==> src/rtl/frame_draw_scheduler.sv <==
// frame_draw_scheduler: per-frame sequencer and plot-port arbiter for
// four drawing clients, with watchdog abort and dropped-tick counting.
module frame_draw_scheduler #(
  parameter int TO_W = 20,
  parameter logic [TO_W-1:0] TIMEOUT_CYCLES = 20'd307200
) (
  input  logic        clk,
  input  logic        reset,
  input  logic        frame_tick,
  input  logic [3:0]  client_mask,
  input  logic [35:0] client_x,
  input  logic [31:0] client_y,
  input  logic [47:0] client_color,
  input  logic [3:0]  client_we,
  input  logic [3:0]  client_done,
  output logic [3:0]  client_enable,
  output logic [8:0]  plot_x,
  output logic [7:0]  plot_y,
  output logic [11:0] plot_color,
  output logic        plot_we,
  output logic        frame_busy,
  output logic        frame_done,
  output logic [3:0]  timeout_status,
  output logic [7:0]  overrun_count
);

  typedef enum logic [2:0] {
    S_IDLE,
    S_CHECK,
    S_START,
    S_WAIT,
    S_ADVANCE,
    S_DONE
  } state_t;

  localparam logic [TO_W-1:0] WD_ONE  = TO_W'(1);
  localparam logic [TO_W-1:0] WD_LAST = TIMEOUT_CYCLES - WD_ONE;

  state_t          state_q, state_d;
  logic [1:0]      idx_q, idx_d;
  logic [3:0]      mask_q, mask_d;
  logic [TO_W-1:0] wd_q, wd_d;
  logic [3:0]      to_q, to_d;
  logic [7:0]      ovr_q, ovr_d;
  logic [8:0]      px_q, px_d;
  logic [7:0]      py_q, py_d;
  logic [11:0]     pc_q, pc_d;
  logic            pwe_q, pwe_d;

  logic [8:0]      sel_x;
  logic [7:0]      sel_y;
  logic [11:0]     sel_c;
  logic            sel_we;
  logic            sel_done;

  // Owner-only view of the client buses; everyone else is ignored.
  always_comb begin
    sel_x = '0;
    sel_y = '0;
    sel_c = '0;
    for (int i = 0; i < 4; i++) begin
      if (idx_q == 2'(i)) begin
        sel_x = client_x[9*i +: 9];
        sel_y = client_y[8*i +: 8];
        sel_c = client_color[12*i +: 12];
      end
    end
    sel_we   = client_we[idx_q];
    sel_done = client_done[idx_q];
  end

  always_comb begin
    state_d = state_q;
    idx_d   = idx_q;
    mask_d  = mask_q;
    wd_d    = wd_q;
    to_d    = to_q;
    ovr_d   = ovr_q;
    px_d    = px_q;
    py_d    = py_q;
    pc_d    = pc_q;
    pwe_d   = 1'b0;
    unique case (state_q)
      S_IDLE: begin
        if (frame_tick) begin
          mask_d  = client_mask;
          to_d    = '0;
          idx_d   = '0;
          state_d = S_CHECK;
        end
      end
      S_CHECK: begin
        state_d = mask_q[idx_q] ? S_START : S_ADVANCE;
      end
      S_START: begin
        wd_d    = '0;
        state_d = S_WAIT;
      end
      S_WAIT: begin
        px_d  = sel_x;
        py_d  = sel_y;
        pc_d  = sel_c;
        pwe_d = sel_we;
        if (sel_done) begin
          state_d = S_ADVANCE;
        end else if (wd_q == WD_LAST) begin
          to_d[idx_q] = 1'b1;
          state_d     = S_ADVANCE;
        end else begin
          wd_d = wd_q + WD_ONE;
        end
      end
      S_ADVANCE: begin
        if (idx_q == 2'd3) begin
          state_d = S_DONE;
        end else begin
          idx_d   = idx_q + 2'd1;
          state_d = S_CHECK;
        end
      end
      S_DONE: begin
        state_d = S_IDLE;
      end
      default: begin
        state_d = S_IDLE;
      end
    endcase
    // DONE still counts as busy, so a tick there is dropped too.
    if (frame_tick && (state_q != S_IDLE) && (ovr_q != 8'hFF)) begin
      ovr_d = ovr_q + 8'd1;
    end
  end

  always_ff @(posedge clk) begin
    if (reset) begin
      state_q <= S_IDLE;
      idx_q   <= '0;
      mask_q  <= '0;
      wd_q    <= '0;
      to_q    <= '0;
      ovr_q   <= '0;
      px_q    <= '0;
      py_q    <= '0;
      pc_q    <= '0;
      pwe_q   <= 1'b0;
    end else begin
      state_q <= state_d;
      idx_q   <= idx_d;
      mask_q  <= mask_d;
      wd_q    <= wd_d;
      to_q    <= to_d;
      ovr_q   <= ovr_d;
      px_q    <= px_d;
      py_q    <= py_d;
      pc_q    <= pc_d;
      pwe_q   <= pwe_d;
    end
  end

  assign client_enable  = (state_q == S_START) ? (4'b0001 << idx_q) : 4'b0000;
  assign frame_busy     = (state_q != S_IDLE);
  assign frame_done     = (state_q == S_DONE);
  assign timeout_status = to_q;
  assign overrun_count  = ovr_q;
  assign plot_x         = px_q;
  assign plot_y         = py_q;
  assign plot_color     = pc_q;
  assign plot_we        = pwe_q;

endmodule

==> config.mk <==
export PLATFORM = sky130hd
export DESIGN_NAME = frame_draw_scheduler
export DESIGN_NICKNAME = d
export VERILOG_FILES = /design/src/rtl/frame_draw_scheduler.sv
export SDC_FILE = /design/constraint.sdc
export NUM_CORES = 1
export LEC_CHECK = 0
export CELL_PAD_IN_SITES_DETAIL_PLACEMENT = 1
export CELL_PAD_IN_SITES_GLOBAL_PLACEMENT = 1
export CORE_ASPECT_RATIO = 1.25
export CORE_MARGIN = 2
export CORE_UTILIZATION = 27
export DETAILED_ROUTE_END_ITERATION = 8
export PLACE_DENSITY = 0.83
export SLEW_MARGIN = 10
export SYNTH_ARGS = -nofsm -noshare
export SYNTH_HDL_FRONTEND = slang
export SYNTH_SLANG_ARGS = --single-unit
==> constraint.sdc <==
create_clock -name clk -period 1.98 [get_ports clk]
set_input_delay 0.495 -clock clk [delete_from_list [all_inputs] [get_ports clk]]
set_output_delay 0.495 -clock clk [all_outputs]
set_load 0.03 [all_outputs]
# ---- Word-level counts from Yosys, hierarchy flattened
# Index checks and enable logic that the tools add are counted.
# Widths: inputs -> output; s select.
dict set report op_classes {
  add_sub_neg 3
  n_lt_le_gt_ge 2
  eq_ne 16
  shifts 1
  mux 37
  bitwise 2
  reduce_logical 15
}
# operator count
set op_table {}
lappend op_table {{$mux 12} 4}
lappend op_table {{$mux 20} 2}
lappend op_table {{$pmux 20 s2} 1}
lappend op_table {{$mux 9} 4}
lappend op_table {{$mux 8} 4}
lappend op_table {{$add 20x1->20 const B} 1}
lappend op_table {{$eq 20x19->1 const B} 1}
lappend op_table {{$mux 4} 4}
lappend op_table {{$mux 3} 5}
lappend op_table {{$pmux 3 s5} 1}
lappend op_table {{$ne 2x2->1 const B} 5}
lappend op_table {{$add 8x1->8 const B} 1}
lappend op_table {{$ne 8x8->1 const B} 1}
lappend op_table {{$pmux 4 s2} 1}
lappend op_table {{$bmux 1 s2} 3}
lappend op_table {{$eq 3x2->1 const B} 2}
lappend op_table {{$eq 3x3->1 const B} 2}
lappend op_table {{$reduce_and 3->1} 2}
lappend op_table {{$reduce_bool 2->1} 3}
lappend op_table {{$eq 2x2->1 const B} 2}
lappend op_table {{$mux 1} 4}
lappend op_table {{$mux 2} 2}
lappend op_table {{$or 4x4->4} 1}
lappend op_table {{$pmux 2 s2} 1}
lappend op_table {{other kinds (16)} 19}
dict set report totals {
  register_bits 71
  input_bits 131
  out_inout_bits 48
}

# ---- Logic depth before layout (Yosys ltp)
dict set report depth {
  depth_word 8
  ltp_mapped 10
}

# ---- Least setup slack after synthesis
# No wires, ideal clock.
dict set report synth_path {
  path_kind {reg-to-output}
  from {reg idx_q[1]}
  to {out client_enable[3]}
  arrival_ps 1498
  required_time_ps 1485
  path_slack_ps -13
  path_stages_with_launch 5
  n_path_buf 2
  path_cell_list {dfxtp_1 > ha_1 > clkbuf_1 > clkbuf_1 > and2_1}
}
dict set report synth_between {
  elab_chain_len 2
}
# item line_no
set synth_lines {}
lappend synth_lines {{start, declared} 40} ;# logic [1:0] idx_q, idx_d;
lappend synth_lines {{start signal, assigned} 148} ;# idx_q <= idx_d;
lappend synth_lines {{$shl 1x2->4} 160} ;# assign client_enable = (state_q == S_START) ? (4'b0001 << idx_q) : 4'b0000;
lappend synth_lines {{$mux 4} 160}
lappend synth_lines {{end, declared} 16} ;# output logic [3:0] client_enable,
# No other way between the ends.

# ---- Final worst setup path
dict set report layout_path {
  from {reg idx_q[0]}
  to {reg wd_q[15]}
}
dict set report layout_between {
  elab_chain_len 4
}
# item line_no
set layout_lines {}
lappend layout_lines {{$bmux 1 s2} 69} ;# sel_done = client_done[idx_q];
lappend layout_lines {{$mux 1 (implied by the code)} 69}
lappend layout_lines {{$ne 2x2->1 (no line)} --}
lappend layout_lines {{$reduce_and 3->1 (no line)} --}
lappend layout_lines {{end signal, assigned} 150} ;# wd_q <= wd_d;
lappend layout_lines {{end, declared} 42} ;# logic [TO_W-1:0] wd_q, wd_d;
# No other way between the ends. The select of a mux whose other input is x is not followed.
# A chain may end at the register's enable or synchronous reset.

==> flow_metrics.tcl <==
set metrics [dict create \
    status "completed" \
    die_area_um2 15700 \
    nNetsFinal 845 \
    dr.first_iter.drc_count 194 \
    cts_max_level 3 \
    switchingPower_uw 863 \
    drc_errors 0 \
    whs_ps 493 \
    clock.fmax_mhz 511 \
    cts_buffers 9 \
    wirelength_um 16200 \
    final_core_util_pct 47.4 \
    report.final.hold_viol_count 0 \
    worst_ep_arrival_time_ps 2230 \
    gr-total-overflow 0 \
    gp_congestion 0.861 \
    worstMarginPinSlew_ps 529 \
    power.density_nw_per_um2 520 \
    path_max_fanout 6 \
    setup_viol 0 \
    fin_crit_ps 1960 \
    wl_per_cell_um 18.3 \
    syn-cell-area_um2 3960 \
    preCtsSetupSlack_ps -471 \
    seqPwrFrac_pct 41.3 \
    die_h_um 139 \
    rr_startpoint "idx_q[0]$_SDFFE_PP0P_" \
    layout_commonest_cell "clkdlybuf4s50_1" \
    placementRows 49 \
    power.static_leakage_nw 2.58 \
    synth_seq_cells 71 \
    yosysSeqAreaShare_pct 35.9 \
    p_int_mw 2.67 \
    ant_nets 0 \
    portBuffers 178 \
    max_cap_viol_count 0 \
    r2r_slack_ps 20 \
    cp_slowest_cell "mux4_2" \
    cp-endpoint "wd_q[15]$_SDFFE_PP0P_" \
    yosysWarnings 0 \
    setup_tns_ps 0 \
    crit_chain "mux4_2 > o21a_1 > a21o_1 > or4_1 > a21boi_1" \
    fin_skew_ps 5.86 \
    clock_latency_ps 340 \
    ys.flop_type "dfxtp_1" \
    grt_pass1_wl_um 25300 \
    ioPinCount 179 \
    path_clk_slew_ps 50 \
    ctsRootBufferMaster "clkbuf_16" \
    crit_start "idx_q[0]$_SDFFE_PP0P_" \
    initial_utilization_pct 27.6 \
    relSlewSlack_pct 64.7 \
    max-clock-path-buffers 2 \
    antenna_found_initial 0 \
    syn_inst 491 \
    dr.pass1.iters 4 \
    viasPerCell 5.35 \
    yosysUniqueCellTypes 60 \
    core_area_um2 14300 \
    die_x_um 112 \
    reg2reg_depth 5 \
    ys_async_sr_fraction_pct 0 \
    timing.final.crit_share_pct 98.8 \
    holdBufCountCts 0 \
    diodes 0 \
    cts_sinks 71 \
    hpwl_um 12200 \
    max-vdd-ir-drop_uv 368 \
    drv_slew 0 \
    drive_above_1_share_pct 17.7 \
    fin_ws_ps 24.7 \
    grt_max_degree 61 \
    rsz0062_at_grt "true" \
    instances_no_fill 889 \
    power.share.combinational_pct 18.4 \
    switching_share_pct 24.4 \
    mostFrequentLayoutCells "clkdlybuf4s50_1, a21oi_1, dfxtp_1" \
    synth_nets 628 \
    crit_type "flop to flop" \
    slowest_delay_ps 540 \
    hp-class "flop to flop" \
    r2r_end "wd_q[15]$_SDFFE_PP0P_" \
    vias 4760 \
    cp-start-kind "flop" \
    synth_edf_count 0 \
    gr-usage-all-layers_pct 20.2 \
    pwr-share-clk_pct 40.3 \
    grt_pass1_vias 4985 \
    cp.required_ps 2250 \
    cts_tree "yes" \
    area_growth_pct 71.7 \
    dp.cells 859 \
    synth.avg_cell_area_um2 8.07 \
    critical_path.endpoint_type "flop" \
]
flip-flops by register name (all words and copies together) (netlist names):
signal          cells
timeout_status      4
state_q             3
plot_color         12
plot_we             1
plot_y              8
wd_q               20
idx_q               2
overrun_count       8
mask_q              4
plot_x              9
layout make-up:
class / instances / area [um2]
Sequential cell: 71 / 1440
Fill cell: 1694 / 7550
Clock buffer: 12 / 236
Clock inverter: 2 / 10.0
Multi-Input combinational cell: 372 / 2460
Timing Repair Buffer: 246 / 2410
Inverter: 8 / 30.0
Tap cell: 178 / 223
kinds of logic (layout without fill, tap and decap cells):
logic type / after synthesis / after routing / share of synthesized area, %
multiplexers: 11 / 11 / 3.95
buffers and inverters: 48 / 268 / 5.81
flip-flops: 71 / 71 / 35.9
AO/OA/AOI/OAI: 181 / 181 / 27.9
AND/OR/NAND/NOR: 168 / 168 / 23.2
adder cells (fa/ha/maj): 6 / 6 / 1.90
XOR/XNOR: 6 / 6 / 1.33
critical path, delay by kind of cell (launching register included):
kind,cells,cell delay (ps)
multiplexers,1,540
AO/OA/AOI/OAI,3,540
AND/OR/NAND/NOR,1,410
flip-flops,1,390
power by group through the flow:
stage	logic [mW]	registers (mW)	clock network [mW]
2_1_floorplan	0.217	1.50	0
3_3_place_gp	0.595	1.49	0
3_5_place_dp	0.612	1.49	0
4_1_cts	0.624	1.46	1.47
5_1_grt	0.700	1.46	1.53
6_report	0.651	1.46	1.43
worst min-delay path by stage:
stage                           from               endpoint  slack, ps  cells after the start
6_report       wd_q[19]$_SDFFE_PP0P_  wd_q[19]$_SDFFE_PP0P_        490                      1
5_1_grt        wd_q[19]$_SDFFE_PP0P_  wd_q[19]$_SDFFE_PP0P_        530                      1
4_1_cts        wd_q[19]$_SDFFE_PP0P_  wd_q[19]$_SDFFE_PP0P_        500                      1
3_5_place_dp   wd_q[19]$_SDFFE_PP0P_  wd_q[19]$_SDFFE_PP0P_        470                      1
3_3_place_gp   wd_q[19]$_SDFFE_PP0P_  wd_q[19]$_SDFFE_PP0P_        450                      1
2_1_floorplan  wd_q[19]$_SDFFE_PP0P_  wd_q[19]$_SDFFE_PP0P_        440                      1
cells in the mapped netlist (all sizes together) (3+ instances only):
master	count	share of area, %
a21o	3	0.60
a21oi	82	10
a221oi	28	6.2
a22o	5	1.1
a31oi	6	0.95
and2	5	0.79
and3	4	0.66
buf	8	1.3
clkbuf	31	3.0
dfxtp	71	36
ha	6	1.9
inv	8	0.76
mux2i	7	1.8
mux4	3	1.9
nand2	15	1.4
nand3	14	1.9
nand3b	3	0.57
nand4	7	1.1
nor2	32	3.0
nor2b	30	4.7
nor3	35	4.5
nor4	5	0.95
o21ai	40	5.1
o31ai	3	0.57
or3	7	1.1
xnor2	5	1.1
per-stage QoR:
step                power (mW)  instance area, um2
CTS                       3.55                6600
global route              3.70                6800
finish                    3.54                6800
global placement          2.09                6170
floorplan                 1.72                3960
detailed placement        2.11                6170
per-layer routing:
| metal | vias to the layer above | track usage (%) | routed length, um |
|---|---|---|---|
| met5 | - | 0 | 0 |
| met4 | 0 | 9.82 | 544 |
| met3 | 37 | 5.62 | 1070 |
| met2 | 163 | 36.0 | 8410 |
| met1 | 2304 | 21.8 | 6210 |
| li1 | 2256 | - | - |
repair_timing:
action | 4_1_cts | 5_1_grt
setup buffers | 4 | 10
setup endpoints to repair | 56 | 34
gates resized for setup | 49 | 22
pin swaps | 10 | 12
cloned | 1 | 1
No activity file was read; power rests on OpenSTA's default activity.
